<file path="src/rtl/tube_scan_decoder.sv">
// Passive decoder for a multiplexed 4-digit seven-segment scan: rebuilds the
// displayed hex value, decimal points and per-digit pattern errors.
module tube_scan_decoder #(
  parameter int STABLE_CYCLES  = 4,
  parameter int TIMEOUT_CYCLES = 4096,
  parameter bit SEG_ACTIVE_LOW = 1'b1,
  parameter bit SEL_ACTIVE_LOW = 1'b0
) (
  input  logic        clk,
  input  logic        reset,
  input  logic [3:0]  tube_select,
  input  logic [7:0]  tube_segment,
  output logic [15:0] value,
  output logic [3:0]  dp,
  output logic [3:0]  digit_err,
  output logic        frame_valid,
  output logic        value_changed,
  output logic        scan_lost
);

  localparam int RUN_W = $clog2(STABLE_CYCLES + 1);
  localparam int TO_W  = $clog2(TIMEOUT_CYCLES + 1);
  localparam logic [RUN_W-1:0] RUN_MAX = RUN_W'(STABLE_CYCLES);
  localparam logic [TO_W-1:0]  TO_MAX  = TO_W'(TIMEOUT_CYCLES);

  // Returns {err, nibble}; unknown patterns decode to nibble 0 with err set.
  function automatic logic [4:0] decode_seg(input logic [6:0] pat);
    case (pat)
      7'h3F: return 5'h00;
      7'h06: return 5'h01;
      7'h5B: return 5'h02;
      7'h4F: return 5'h03;
      7'h66: return 5'h04;
      7'h6D: return 5'h05;
      7'h7D: return 5'h06;
      7'h07: return 5'h07;
      7'h7F: return 5'h08;
      7'h6F: return 5'h09;
      7'h77: return 5'h0A;
      7'h7C: return 5'h0B;
      7'h39: return 5'h0C;
      7'h5E: return 5'h0D;
      7'h79: return 5'h0E;
      7'h71: return 5'h0F;
      default: return 5'h10;
    endcase
  endfunction

  function automatic logic [1:0] onehot_idx(input logic [3:0] sel);
    logic [1:0] idx;
    idx = 2'd0;
    for (int i = 0; i < 4; i++) begin
      if (sel[i]) idx = 2'(i);
    end
    return idx;
  endfunction

  logic [3:0]       sel_q, sel_d, prev_sel_q, prev_sel_d;
  logic [7:0]       seg_q, seg_d, prev_seg_q, prev_seg_d;
  logic [RUN_W-1:0] run_q, run_d;
  logic [TO_W-1:0]  to_q, to_d;
  logic [3:0]       seen_q, seen_d;
  logic [15:0]      stg_nib_q, stg_nib_d;
  logic [3:0]       stg_dp_q, stg_dp_d, stg_err_q, stg_err_d;
  logic [15:0]      value_q, value_d;
  logic [3:0]       dp_q, dp_d, err_q, err_d;
  logic             fv_q, fv_d, vc_q, vc_d, lost_q, lost_d;

  logic             sample_valid, same, capture, frame_done, timeout_hit;
  logic [4:0]       decoded;
  logic [1:0]       idx;
  logic [3:0]       seen_all;

  always_comb begin
    // NOTE: every always_comb output gets a default first so no path infers a latch.
    sel_d      = SEL_ACTIVE_LOW ? ~tube_select : tube_select;
    seg_d      = SEG_ACTIVE_LOW ? ~tube_segment : tube_segment;
    prev_sel_d = sel_q;
    prev_seg_d = seg_q;

    sample_valid = (sel_q != 4'd0) && ((sel_q & (sel_q - 4'd1)) == 4'd0);
    same         = (sel_q == prev_sel_q) && (seg_q == prev_seg_q);

    if (!sample_valid)        run_d = '0;
    else if (!same)           run_d = RUN_W'(1);
    else if (run_q == RUN_MAX) run_d = RUN_MAX;
    else                      run_d = run_q + 1'b1;

    // Fires only on the step from STABLE_CYCLES-1, so long dwells capture once.
    capture = sample_valid && same && (run_q == RUN_MAX - 1'b1);
    decoded = decode_seg(seg_q[6:0]);
    idx     = onehot_idx(sel_q);

    stg_nib_d = stg_nib_q;
    stg_dp_d  = stg_dp_q;
    stg_err_d = stg_err_q;
    seen_all  = seen_q;
    if (capture) begin
      stg_nib_d[{idx, 2'b00} +: 4] = decoded[3:0];
      stg_dp_d[idx]                = seg_q[7];
      stg_err_d[idx]               = decoded[4];
      seen_all[idx]                = 1'b1;
    end
    frame_done = capture && (seen_all == 4'hF);

    if (capture)             to_d = '0;
    else if (to_q == TO_MAX) to_d = TO_MAX;
    else                     to_d = to_q + 1'b1;
    timeout_hit = !capture && (to_d == TO_MAX);

    seen_d = (frame_done || timeout_hit) ? 4'd0 : seen_all;

    value_d = value_q;
    dp_d    = dp_q;
    err_d   = err_q;
    if (frame_done) begin
      value_d = stg_nib_d;
      dp_d    = stg_dp_d;
      err_d   = stg_err_d;
    end
    fv_d = frame_done;
    vc_d = frame_done && (stg_nib_d != value_q);

    if (capture)          lost_d = 1'b0;
    else if (timeout_hit) lost_d = 1'b1;
    else                  lost_d = lost_q;
  end

  always_ff @(posedge clk) begin
    // NOTE: state registers use non-blocking assignments so all flops update together.
    if (!reset) begin
      sel_q      <= '0;
      seg_q      <= '0;
      prev_sel_q <= '0;
      prev_seg_q <= '0;
      run_q      <= '0;
      to_q       <= '0;
      seen_q     <= '0;
      stg_nib_q  <= '0;
      stg_dp_q   <= '0;
      stg_err_q  <= '0;
      value_q    <= '0;
      dp_q       <= '0;
      err_q      <= '0;
      fv_q       <= 1'b0;
      vc_q       <= 1'b0;
      lost_q     <= 1'b0;
    end else begin
      sel_q      <= sel_d;
      seg_q      <= seg_d;
      prev_sel_q <= prev_sel_d;
      prev_seg_q <= prev_seg_d;
      run_q      <= run_d;
      to_q       <= to_d;
      seen_q     <= seen_d;
      stg_nib_q  <= stg_nib_d;
      stg_dp_q   <= stg_dp_d;
      stg_err_q  <= stg_err_d;
      value_q    <= value_d;
      dp_q       <= dp_d;
      err_q      <= err_d;
      fv_q       <= fv_d;
      vc_q       <= vc_d;
      lost_q     <= lost_d;
    end
  end

  assign value         = value_q;
  assign dp            = dp_q;
  assign digit_err     = err_q;
  assign frame_valid   = fv_q;
  assign value_changed = vc_q;
  assign scan_lost     = lost_q;

endmodule

</file>
<file path="config.mk">
export PLATFORM = sky130hd
export DESIGN_NAME = tube_scan_decoder
export DESIGN_NICKNAME = d
export VERILOG_FILES = /design/src/rtl/tube_scan_decoder.sv
export SDC_FILE = /design/constraint.sdc
export NUM_CORES = 1
export LEC_CHECK = 0
export CELL_PAD_IN_SITES_DETAIL_PLACEMENT = 1
export CELL_PAD_IN_SITES_GLOBAL_PLACEMENT = 2
export CORE_MARGIN = 10
export CORE_UTILIZATION = 30
export DETAILED_ROUTE_END_ITERATION = 7
export HOLD_SLACK_MARGIN = 0.06
export PLACE_DENSITY_LB_ADDON = 0.15
export SYNTH_ARGS = -nofsm -noshare
export SYNTH_HDL_FRONTEND = slang
export SYNTH_SLANG_ARGS = --single-unit
</file>
<file path="constraint.sdc">
create_clock -name clk -period 7.69 [get_ports clk]
set_input_delay 1.538 -clock clk [delete_from_list [all_inputs] [get_ports clk]]
set_output_delay 1.538 -clock clk [all_outputs]
set_load 0.05 [all_outputs]
</file>
**Word-level counts from Yosys, hierarchy flattened**

Index checks and enable logic that the tools add are counted.

- Divide/modulo/power cells: 0
- Bitwise logic cells: 6
- Equal/unequal tests: 24
- Multipliers: 0
- Shift-type cells: 2
- Muxes and demuxes: 17
- $add $sub $neg: 4
- Order comparisons: 2
- Reductions and logical operators: 17

Operators with widths:

| kind | count |
|---|---|
| 7-bit == test (second input constant) | 12 |
| 5-bit one-hot mux with 16 select lines | 1 |
| 13-bit == test (second input constant) | 2 |
| 13-bit 2-to-1 mux | 2 |
| 16-bit bitwise mux | 1 |
| 16-bit 2-to-1 mux | 1 |
| 16-bit inequality test | 1 |
| 4-bit by 6-bit variable shift with 16-bit output (first input constant) | 1 |
| 4-bit by 6-bit indexed part select with 16-bit output | 1 |
| 7-bit by 3-bit == test with 1-bit output (second input constant) | 2 |
| 7-bit by 6-bit == test with 1-bit output (second input constant) | 2 |
| 13-bit by 1-bit adder with 13-bit output (second input constant) | 1 |
| 4-bit 2-to-1 mux | 3 |
| 4-bit bitwise mux | 2 |
| 8-bit == test | 1 |
| 1-bit logical AND | 8 |
| 8-bit NOT | 1 |
| 4-bit negator with 6-bit output | 1 |
| 4-bit AND | 1 |
| 4-bit == test | 1 |
| 4-bit == test (second input constant) | 1 |
| 4-bit logical NOT | 1 |
| 2-bit 2-to-1 mux | 2 |
| 4-bit bitwise OR | 1 |
| other kinds (17) | 22 |

- ROM bits: 0
- Logic and storage cells: 90
- Input port bits: 14
- Memories: 0
- Bits in registers: 95
- Latch bits: 0
- Memory bits (writable): 0

**Logic depth before layout (Yosys ltp)**

Gate-level depths: netlist of run 1.

- Depth after elaboration: 13
- Mapped depth: 12
- Mapped depth without buffers: 11

**Worst setup path after synthesis of run 1**

Ideal clock, no wire load.

- Kind: reg2reg
- Start point: register sel_q[2], in the netlist prev_sel_d[2]
- End point: register vc_q, in the netlist value_changed
- Period minus slack after synthesis: 3.024 ns
- Setup time: 0.131 ns
- Arrival time: 2.893 ns
- Cell stages (with the launch flop): 11
- Setup slack: 4.666 ns
- Cells stage by stage: dfxtp_1 -> buf_6 -> xor2_1 -> or4_4 -> or4_1 -> buf_2 -> o21ai_4 -> a21oi_1 -> or4b_1 -> nor4_1 -> a31oi_1

- Word-level cells in the longest chain between the ends: 11

RTL lines:

| item | line | source |
|---|---|---|
| from (decl) | 58 | `logic [3:0] sel_q, sel_d, prev_sel_q, prev_sel_d;` |
| from (signal assigned) | 149 | `sel_q <= sel_d;` |
| branches (longest 10 deep; another with 4-bit negator with 6-bit output) | - |  |
| 1-bit logical AND (*) | 122 | `vc_d = frame_done && (stg_nib_d != value_q);` |
| to (signal assigned) | 163 | `vc_q <= vc_d;` |
| to (decl) | 67 | `logic fv_q, fv_d, vc_q, vc_d, lost_q, lost_d;` |

Mark *: on every way between the ends.
A chain may end at the register's enable or synchronous reset.

**Worst setup path in the final report of run 1**

- Start point: register seg_q[0], in the netlist prev_seg_d[0]
- End point: register vc_q, in the netlist value_changed

- Word-level cells in the longest chain between the ends: 8

RTL lines:

| item | line | source |
|---|---|---|
| from (decl) | 59 | `logic [7:0] seg_q, seg_d, prev_seg_q, prev_seg_d;` |
| from (signal assigned) | 150 | `seg_q <= seg_d;` |
| branches (longest 7 deep; another with 5-bit one-hot mux with 16 select lines) | - |  |
| 1-bit logical AND (*) | 122 |  |

Marked as above.

==> results.yml, run 1 <==
setup_path:
  crit_path_max_fanout: 19
  critical_path_required_ns: 7.92
  slowest_delay_ns: 0.91
  crit_path_cell_trace: "xor2_1 -> or4_4 -> or4_1 -> o21ai_4 -> a21oi_1 -> or4b_1 -> nor4_1 -> a31oi_1"
  setup.worst_path.end_class: "flip-flop"
  critical_path.slowest_cell: "sky130_fd_sc_hd__or4_1"
  start_kind: "flip-flop"
  cp_data_arrival_time_ns: 3.95
  timing_worst_setup_path_type: "reg -> reg"
detailed_routing:
  dr.first_iter.drc_count: 153
  detail_route.first_pass.iterations: 4
  routed_wire_length_per_instance_um: 16.7
  met2_wirelength_um: 6250
  drt.antenna.violating_nets: 0
  met1_length_um: 5920
  detailroute.via_count: 3900
  wl_met3_um: 369
  drcViolationCount: 0
  via_per_inst: 5.08
  top_layer: "met4"
  detail_route.wirelength_um: 12800
placement:
  port_buffers: 40
  globalplace.congestion: 0.792
  placedCellCount: 751
  detailedPlace.worstSlack_ns: 3.97
  post_dp_cell_area_mm2: 0.00514
  hpwl_um: 9270
sta:
  timing.max_slew.rel_slack: 0.456
  holdWs_ns: 0.451
  finalHoldViolations: 0
  setup_ws_ns: 3.97
  layout_worst_path_cycle_share: 0.484
  post-route-min-period_ns: 3.72
  setup_violation_total_in_the_final_timing_report: 0
  fmax_mhz: 268
  worst_slew_pin_slew_ns: 0.816
  grt_setup_unrepaired: "no"
  worst_clock_skew_ns: 0.00855
  timing.final.max_slew_violations: 0
  fin_tns_setup_ns: 0
power:
  swShare: 0.231
  p_switching_w: 0.000255
  sequential_fraction_of_design_power: 0.467
  power.share.clock: 0.478
  pwr_density_cell_mw_per_mm2: 200
  vdd_ir_drop_max_uv: 105
  internal_power_w: 0.000845
  power.static_leakage_nw: 2.09
  comb_power_share: 0.056
die:
  std_cell_rows: 45
  initial_utilization: 0.304
  count_of_pins_on_the_block_boundary: 41
  floorplan.die.height_um: 144
  floorplan.die_area_mm2: 0.0206
  die_w_um: 144
  core_area_mm2: 0.0151
clock_tree:
  cts_hold_repair.buffers: 0
  ctsResizeCount: 0
  cts_tree: "yes"
  post_cts_buffers: 0
  ctsLongestPathBuffers: 2
  cts-htree-levels: 3
  cts_inserted_buffers: 9
  cts_root_buffer: "sky130_fd_sc_hd__clkbuf_16"
  clock_latency_late_sink_ns: 0.36
  cts.clk_slew.worst_paths_ns: 0.07
  tritoncts_num_sinks: 95
cells_and_area:
  finish.net_count: 601
  final_cell_area_mm2: 0.00549
  post_route_cells_drive_above_1_share: 0.0501
  post_layout_nonfiller_instances: 767
  syn_to_final_growth_pct: 19.6
  antenna_cells_inserted: 0
synthesis:
  post_synth_and_or_nand_nor_area_fraction: 0.289
  synth_async_sr_flop_share: 0
  largest_area_contributor_in_the_netlist: "sky130_fd_sc_hd__dfxtp_1"
  synth-compound-area-share: 0.161
  ys_seq_elements: 95
  library_cells_used_by_synthesis: 61
  synth_xor_area_frac: 0.0554
  seq_area_frac_synth: 0.415
  synthMuxAreaShare: 0
  synth_top_family_by_area: "simple AND/OR/NAND/NOR gates"
  ys.warnings.count: 0
  postSynthCellCount: 546
  syn_nets: 573
  post_synth_fa_ha_maj_area_fraction: 0.0355
  syn_area_per_cell_um2: 8.40
  synth-edff-count: 0
  post_synth_instance_area_mm2: 0.00459
  fraction_of_post_synthesis_cell_area_in_the_top_cell_type_by_area: 0.415
  netlist_top_cells_area: "sky130_fd_sc_hd__dfxtp_1 (41%), sky130_fd_sc_hd__nand2_1 (4.7%), sky130_fd_sc_hd__a21oi_1 (4.6%)"
  synthFlopType: "sky130_fd_sc_hd__dfxtp_1"
global_route:
  antenna_found_initial: 0
  vias_in_the_first_global_route: 4152
  globalRoute.totalOverflow: 0
  first_pass_grt_wire_length_um: 21500
  grt.total_usage: 0.132
  grt_start_max_net_pins: 49
outcome:
  run_status: "complete, no violations"
flow_run:
  max_cap_violations: 0
worst_hold_path:
  worst_hold_path_type: "reg -> reg"
==> Yosys cell counts (all sizes together), types with 3 or more instances <==
cell,instances
inv,23
o22ai,5
a31oi,3
nor4,11
nor3,12
o21ai,18
buf,7
clkbuf,21
dfxtp,95
and2,32
or2,10
xor2,20
or3,7
and3,6
o21a,5
or4,6
nor2b,5
o22a,8
ha,13
and3b,3
a211oi,5
xnor2,9
a21boi,3
a21oi,42
nor2,41
nor4b,4
nand4,8
nand2,58
nand4b,5
nand2b,8
nand3,21
o2111ai,7
==> final timing paths <==
kind	start	endpoint	slack, ns	cells after the start
setup / recovery	prev_seg_d[0]	value_changed	3.97	8
hold / removal	seen_q[1]	seen_q[1]	0.45	2
setup reg to reg	prev_seg_d[0]	value_changed	3.97	8
hold reg to reg	seen_q[1]	seen_q[1]	0.45	2
==> metal layers <==
| metal | vias up | global-route usage |
|---|---|---|
| met1 | 1882 | 0.158 |
| met5 | - | 0 |
| met4 | 0 | 0.0591 |
| li1 | 1963 | - |
| met2 | 39 | 0.226 |
| met3 | 16 | 0.0238 |
==> cell usage in the layout, fill, tap and decap left out, drive strengths merged, types with 9 or more instances in the layout <==
| cell | Yosys | routed |
|---|---|---|
| xnor2 | 9 | 9 |
| nand2 | 58 | 58 |
| nor3 | 12 | 12 |
| nor2 | 41 | 41 |
| o21ai | 18 | 18 |
| dfxtp | 95 | 95 |
| and2 | 32 | 32 |
| nor4 | 11 | 11 |
| clkdlybuf4s50 | 0 | 40 |
| xor2 | 20 | 20 |
| a21oi | 42 | 42 |
| ha | 13 | 13 |
| nand3 | 21 | 21 |
| clkbuf | 21 | 9 |
| inv | 23 | 24 |
| or2 | 10 | 10 |
==> flip-flops by register name, summed over array words and instances (netlist names), 8 cells and up <==
| name | count |
|---|---|
| prev_seg_d | 8 |
| prev_seg_q | 8 |
| to_q | 13 |
| stg_nib_q | 16 |
| value | 16 |
==> power groups by stage <==
stage	Combinational [W]	Sequential, W	Clock [W]
finish	0.0000613	0.000513	0.000525
global route	0.0000702	0.000515	0.000566
CTS	0.0000628	0.000513	0.000545
detailed placement	0.0000623	0.000525	0
global placement	0.0000608	0.000524	0
floorplan	0.0000479	0.000516	0
==> cell type report <==
cell class                      count  area [µm²]
Clock inverter                      7         120
Tap cell                          188         235
Timing Repair Buffer               45         438
Multi-Input combinational cell    400        2480
Clock buffer                        9         225
Inverter                           23        86.3
Fill cell                        1793        9600
Sequential cell                    95        1900
==> cells by family (layout without fill, tap and decap cells) <==
logic type / after synthesis / count (layout)
xor+xnor: 29 / 29
compound gates: 113 / 113
buf+inv: 51 / 84
simple gates: 245 / 245
fa+ha+maj: 13 / 13
flops: 95 / 95
==> critical path: cells and delay by family, from the launching register on <==
family / cells / cell delay (ns)
AO/OA/AOI/OAI: 3 / 0.51
XOR/XNOR: 1 / 0.18
flip-flops: 1 / 0.63
AND/OR/NAND/NOR: 4 / 2.26
==> per-stage QoR <==
stage,power [W],util
after floorplan,0.000564,-
after global placement,0.000585,0.341
after detailed placement,0.000587,0.341
after CTS,0.00112,0.364
after global routing,0.00115,0.364
final,0.00110,0.364
Note: power is estimated with default switching activity, not from simulation.
==> run 2: changes to the inputs <==
clock period = 3.05 ns   (was 7.69 ns; I/O delays follow)
==> results.yml, run 2 (synthesized netlist as in run 1, its figures left out) <==
outcome:
  run_status: "complete, no violations"
global_route:
  globalRoute.totalOverflow: 0
  vias_in_the_first_global_route: 4265
  antenna_found_initial: 0
  grt.total_usage: 0.133
  first_pass_grt_wire_length_um: 21900
  grt_start_max_net_pins: 49
setup_path:
  critical_path_required_ns: 3.27
  timing.rr.end: "value_changed"
  setup.worst_path.end_class: "flip-flop"
  reg2reg_setup_slack_ns: 0.04
  worstReg2RegStart: "prev_sel_d[3]"
  cp_data_arrival_time_ns: 3.23
  reg2regPathDepth: 10
  timing_worst_setup_path_type: "reg -> reg"
  crit_path_max_fanout: 3
  start_kind: "flip-flop"
clock_tree:
  clock_latency_late_sink_ns: 0.35
  cts.clk_slew.worst_paths_ns: 0.07
  tritoncts_num_sinks: 95
  cts_root_buffer: "sky130_fd_sc_hd__clkbuf_16"
  ctsLongestPathBuffers: 2
  cts_hold_repair.buffers: 0
  cts-htree-levels: 3
  cts_inserted_buffers: 9
  cts_tree: "yes"
power:
  vdd_ir_drop_max_uv: 279
  sequential_fraction_of_design_power: 0.477
  swShare: 0.234
  total_power_w: 0.00267
  pwr_density_cell_mw_per_mm2: 445
  p_switching_w: 0.000624
  internal_power_w: 0.00204
  power.static_leakage_nw: 2.36
  comb_power_share: 0.085
  power.share.clock: 0.438
detailed_routing:
  detail_route.first_pass.iterations: 4
  detail_route.wirelength_um: 13500
  drt.antenna.violating_nets: 0
  detailroute.via_count: 4121
  via_per_inst: 5.06
  routed_wire_length_per_instance_um: 16.6
  drcViolationCount: 0
  dr.first_iter.drc_count: 160
placement:
  port_buffers: 40
  post_dp_cell_area_mm2: 0.00549
  placedCellCount: 795
  hpwl_um: 9980
  globalplace.congestion: 0.812
sta:
  worst_clock_skew_ns: 0.00915
  holdWs_ns: 0.458
  setup_violation_total_in_the_final_timing_report: 0
  grt_setup_unrepaired: "yes"
  finalHoldViolations: 0
  timing.max_slew.rel_slack: 0.634
  fmax_mhz: 332
  worst_slew_pin_slew_ns: 0.549
  post-route-min-period_ns: 3.01
  timing.final.max_slew_violations: 0
  layout_worst_path_cycle_share: 0.988
die:
  die_w_um: 144
  count_of_pins_on_the_block_boundary: 41
  std_cell_rows: 45
  floorplan.die_area_mm2: 0.0206
  floorplan.die.height_um: 144
  core_area_mm2: 0.0151
  initial_utilization: 0.304
cells_and_area:
  antenna_cells_inserted: 0
  postLayoutCoreUtil: 0.397
  syn_to_final_growth_pct: 30.7
  finish.net_count: 648
  final_common_cell: "sky130_fd_sc_hd__dfxtp_1"
  post_route_cells_drive_above_1_share: 0.157
  most-common-layout-cells: "sky130_fd_sc_hd__dfxtp_1 (93), sky130_fd_sc_hd__nand2_1 (58), sky130_fd_sc_hd__buf_4 (47)"
  final_cell_area_mm2: 0.00600
  nFillCells: 1778
  post_layout_nonfiller_instances: 814
flow_run:
  max_cap_violations: 0
worst_hold_path:
  min_to: "stg_err_q[3]"
  timing.hold.worst.start: "stg_err_q[3]"
  worst_hold_path_type: "reg -> reg"
  hold_depth: 2
run 2: changes by cell type in the layout (fill, tap and decap cells not counted), moves of 3 or more:
cell                      change
sky130_fd_sc_hd__nor2_1       -3
sky130_fd_sc_hd__nor4_2       +3
sky130_fd_sc_hd__buf_6        +3
sky130_fd_sc_hd__nor4_1       -5
sky130_fd_sc_hd__buf_4       +42
sky130_fd_sc_hd__o21ai_2      +4
sky130_fd_sc_hd__o21ai_1      -5
run 2: repair_timing:
| action | in CTS | in global routing |
|---|---|---|
| setup endpoints to repair | 1 | 14 |
| gates resized for setup | 4 | 35 |
| cloned | 0 | 0 |
| pin swaps | 0 | 11 |
| buffers inserted | 0 | 3 |
run 2: worst max path at each step:
stage | start | to
after global routing | prev_sel_d[2] | value_changed
final | prev_sel_d[3] | value_changed
after detailed placement | prev_sel_d[2] | value_changed
after CTS | prev_sel_d[2] | value_changed
after global placement | prev_sel_d[2] | value_changed
after floorplan | prev_sel_d[2] | value_changed
run 2: through the flow:
stage | worst slack [ns] | TNS [ns]
6_report | 0.0357 | 0
5_1_grt | -0.0958 | -0.0958
4_1_cts | 0.00966 | 0
3_5_place_dp | -0.0513 | -0.0513
3_3_place_gp | 0.0103 | 0
2_1_floorplan | 0.0256 | 0
run 2: power by group through the flow:
stage / Clock [W] / Combinational [W] / Sequential, W
6_report: 0.00117 / 0.000228 / 0.00127
5_1_grt: 0.00127 / 0.000253 / 0.00128
4_1_cts: 0.00121 / 0.000219 / 0.00127
3_5_place_dp: 0 / 0.000217 / 0.00130
3_3_place_gp: 0 / 0.000213 / 0.00130
2_1_floorplan: 0 / 0.000121 / 0.00130
run 2: metal layers:
metal  routed length [µm]  track usage
met4                  172       0.0419
met2                 6710        0.225
met5                    0            0
met1                 6160        0.165
met3                  456       0.0294
run 2: critical path: stages, from the launching register on:
cell	delay (ns)
sky130_fd_sc_hd__dfxtp_2	0.32
sky130_fd_sc_hd__xor2_1	0.16
sky130_fd_sc_hd__or4_1	0.55
sky130_fd_sc_hd__buf_4	0.17
sky130_fd_sc_hd__nor4_4	0.19
sky130_fd_sc_hd__buf_4	0.16
sky130_fd_sc_hd__nand4_1	0.17
sky130_fd_sc_hd__and3_1	0.23
sky130_fd_sc_hd__or4b_4	0.55
sky130_fd_sc_hd__nor4_4	0.29
sky130_fd_sc_hd__a31oi_1	0.11
run 2: layout make-up:
class	instances	area [µm²]	share of cell area
multi-input cells	400	2640	0.440
flip-flops and latches	95	1900	0.318
repair buffers	92	822	0.137
clock buffers	12	256	0.0428
well taps	188	235	0.0392
inverters	23	86.3	0.0144
clock inverters	4	52.6	0.00876
==> run 3: changes to the inputs <==
CORE_MARGIN = unset   (was 10)
==> results.yml, run 3 (synthesized netlist as in run 1, its figures left out) <==
clock_tree:
  cts-htree-levels: 3
  ctsLongestPathBuffers: 2
  tritoncts_num_sinks: 95
  cts_tree: "yes"
  cts_root_buffer: "sky130_fd_sc_hd__clkbuf_16"
  cts_inserted_buffers: 9
  cts_hold_repair.buffers: 0
  clock_latency_late_sink_ns: 0.35
  cts.clk_slew.worst_paths_ns: 0.07
global_route:
  grt.total_usage: 0.171
  globalRoute.totalOverflow: 0
  grt_start_max_net_pins: 49
  first_pass_grt_wire_length_um: 21300
  antenna_found_initial: 0
  vias_in_the_first_global_route: 4242
outcome:
  violations: "DRC"
  run_status: "finished with violations"
setup_path:
  critical_path_required_ns: 3.28
  slowest_delay_ns: 0.55
  reg2reg_setup_slack_ns: 0.02
  critical_path.slowest_cell: "sky130_fd_sc_hd__or4_4"
  worstReg2RegStart: "prev_sel_d[0]"
  setup.worst_path.end_class: "flip-flop"
  timing.rr.end: "value_changed"
  timing_worst_setup_path_type: "reg -> reg"
  crit_path_cell_trace: "xor2_1 -> or4_4 -> or4_4 -> buf_8 -> o21ai_4 -> a21oi_1 -> or4b_4 -> nor4_4 -> a31oi_1"
  crit_family: "simple AND/OR/NAND/NOR gates"
  cp_data_arrival_time_ns: 3.26
  worst_path_most_repeated_cell: "sky130_fd_sc_hd__or4_4"
  reg2regPathDepth: 9
  crit_path_max_fanout: 6
  start_kind: "flip-flop"
  critPathBufInv: 1
cells_and_area:
  finish.net_count: 641
  nFillCells: 1757
  final_common_cell: "sky130_fd_sc_hd__dfxtp_1"
  syn_to_final_growth_pct: 28.7
  post_route_cells_drive_above_1_share: 0.138
  final_cell_area_mm2: 0.00590
  most-common-layout-cells: "sky130_fd_sc_hd__dfxtp_1 (94), sky130_fd_sc_hd__nand2_1 (58), sky130_fd_sc_hd__a21oi_1 (42)"
  antenna_cells_inserted: 0
detailed_routing:
  detailroute.via_count: 4073
  via_per_inst: 5.08
  detail_route.first_pass.iterations: 6
  dr.first_iter.drc_count: 121
  routed_wire_length_per_instance_um: 16.2
  drt.antenna.violating_nets: 0
  drcViolationCount: 2
  detail_route.wirelength_um: 13000
die:
  floorplan.die.height_um: 126
  die_w_um: 126
  count_of_pins_on_the_block_boundary: 41
  initial_utilization: 0.311
  std_cell_rows: 44
  floorplan.die_area_mm2: 0.0158
  core_area_mm2: 0.0148
sta:
  grt_setup_unrepaired: "yes"
  layout_worst_path_cycle_share: 0.994
  worst_clock_skew_ns: 0.00889
  timing.final.max_slew_violations: 0
  post-route-min-period_ns: 3.03
  fmax_mhz: 330
  setup_violation_total_in_the_final_timing_report: 0
  fin_tns_setup_ns: 0
  finalHoldViolations: 0
  worst_slew_pin_slew_ns: 0.653
  timing.max_slew.rel_slack: 0.563
flow_run:
  max_cap_violations: 0
worst_hold_path:
  hold_depth: 2
  min_to: "stg_err_q[0]"
  worst_hold_path_type: "reg -> reg"
  timing.hold.worst.start: "stg_err_q[0]"
placement:
  hpwl_um: 9440
  port_buffers: 40
  post_dp_cell_area_mm2: 0.00542
  globalplace.congestion: 0.815
power:
  vdd_ir_drop_max_uv: 273
  pwr_density_cell_mw_per_mm2: 459
  power.static_leakage_nw: 2.28
==> run 3: worst max-delay path by stage <==
stage | from | endpoint | slack (ns) | depth (start not counted)
3_3_place_gp | prev_sel_d[2] | value_changed | -0.07 | 10
3_5_place_dp | prev_sel_d[2] | value_changed | -0.10 | 9
5_1_grt | prev_sel_d[0] | value_changed | -0.09 | 10
6_report | prev_sel_d[0] | value_changed | 0.02 | 9
4_1_cts | prev_seg_d[2] | value_changed | 0.004 | 9
2_1_floorplan | prev_sel_d[2] | value_changed | 0.03 | 10
==> run 3: metrics by stage <==
stage               setup WS, ns  power [W]  instances  hold slack [ns]  utilization
global route             -0.0851    0.00281        802            0.486        0.400
global placement         -0.0749    0.00150        783            0.436        0.367
detailed placement        -0.104    0.00151        783            0.451        0.367
finish                    0.0181    0.00271        802            0.462        0.400
CTS                      0.00404    0.00275        801            0.461        0.396
floorplan                 0.0256    0.00142        546            0.425            -
==> run 3: power by group <==
part	internal [W]	leakage (nW)	switching (W)	total, W
Combinational	0.0000944	1.36	0.000123	0.000217
Clock	0.000738	0.149	0.000482	0.00122
Sequential	0.00126	0.771	0.0000139	0.00127
==> run 3: final cells by class <==
type,count,area [µm²],area share
inverter,23,86.3,0.0146
timing repair buffer,85,759,0.129
multi-input combinational,400,2610,0.442
clock buffer,12,246,0.0418
tap,184,230,0.0390
sequential,95,1900,0.322
clock inverter,3,67.6,0.0114
==> run 3: layer usage <==
metal / GRT usage / wire length (µm) / vias up
met5: 0 / 0 / -
met4: 0.0667 / 236 / 0
met3: 0.0238 / 228 / 14
met2: 0.300 / 6280 / 47
met1: 0.213 / 6210 / 1965
li1: - / - / 2047
==> run 3: worst reg2reg max path, delay by kind of cell (launching register included) <==
| family | cells | cell delay (ns) |
|---|---|---|
| and+or+nand+nor | 4 | 1.87 |
| AOI/OAI and AO/OA | 3 | 0.36 |
| DFF | 1 | 0.35 |
| xor gates and xnor gates | 1 | 0.18 |
| buffers and inverters | 1 | 0.17 |
==> run 3: timing repair <==
action	in CTS	in global routing
setup buffers	2	1
endpoints found under the hold margin	0	0
cloned	1	0
pin swaps	5	1
resized for setup	20	9
endpoints found under the setup margin	1	2
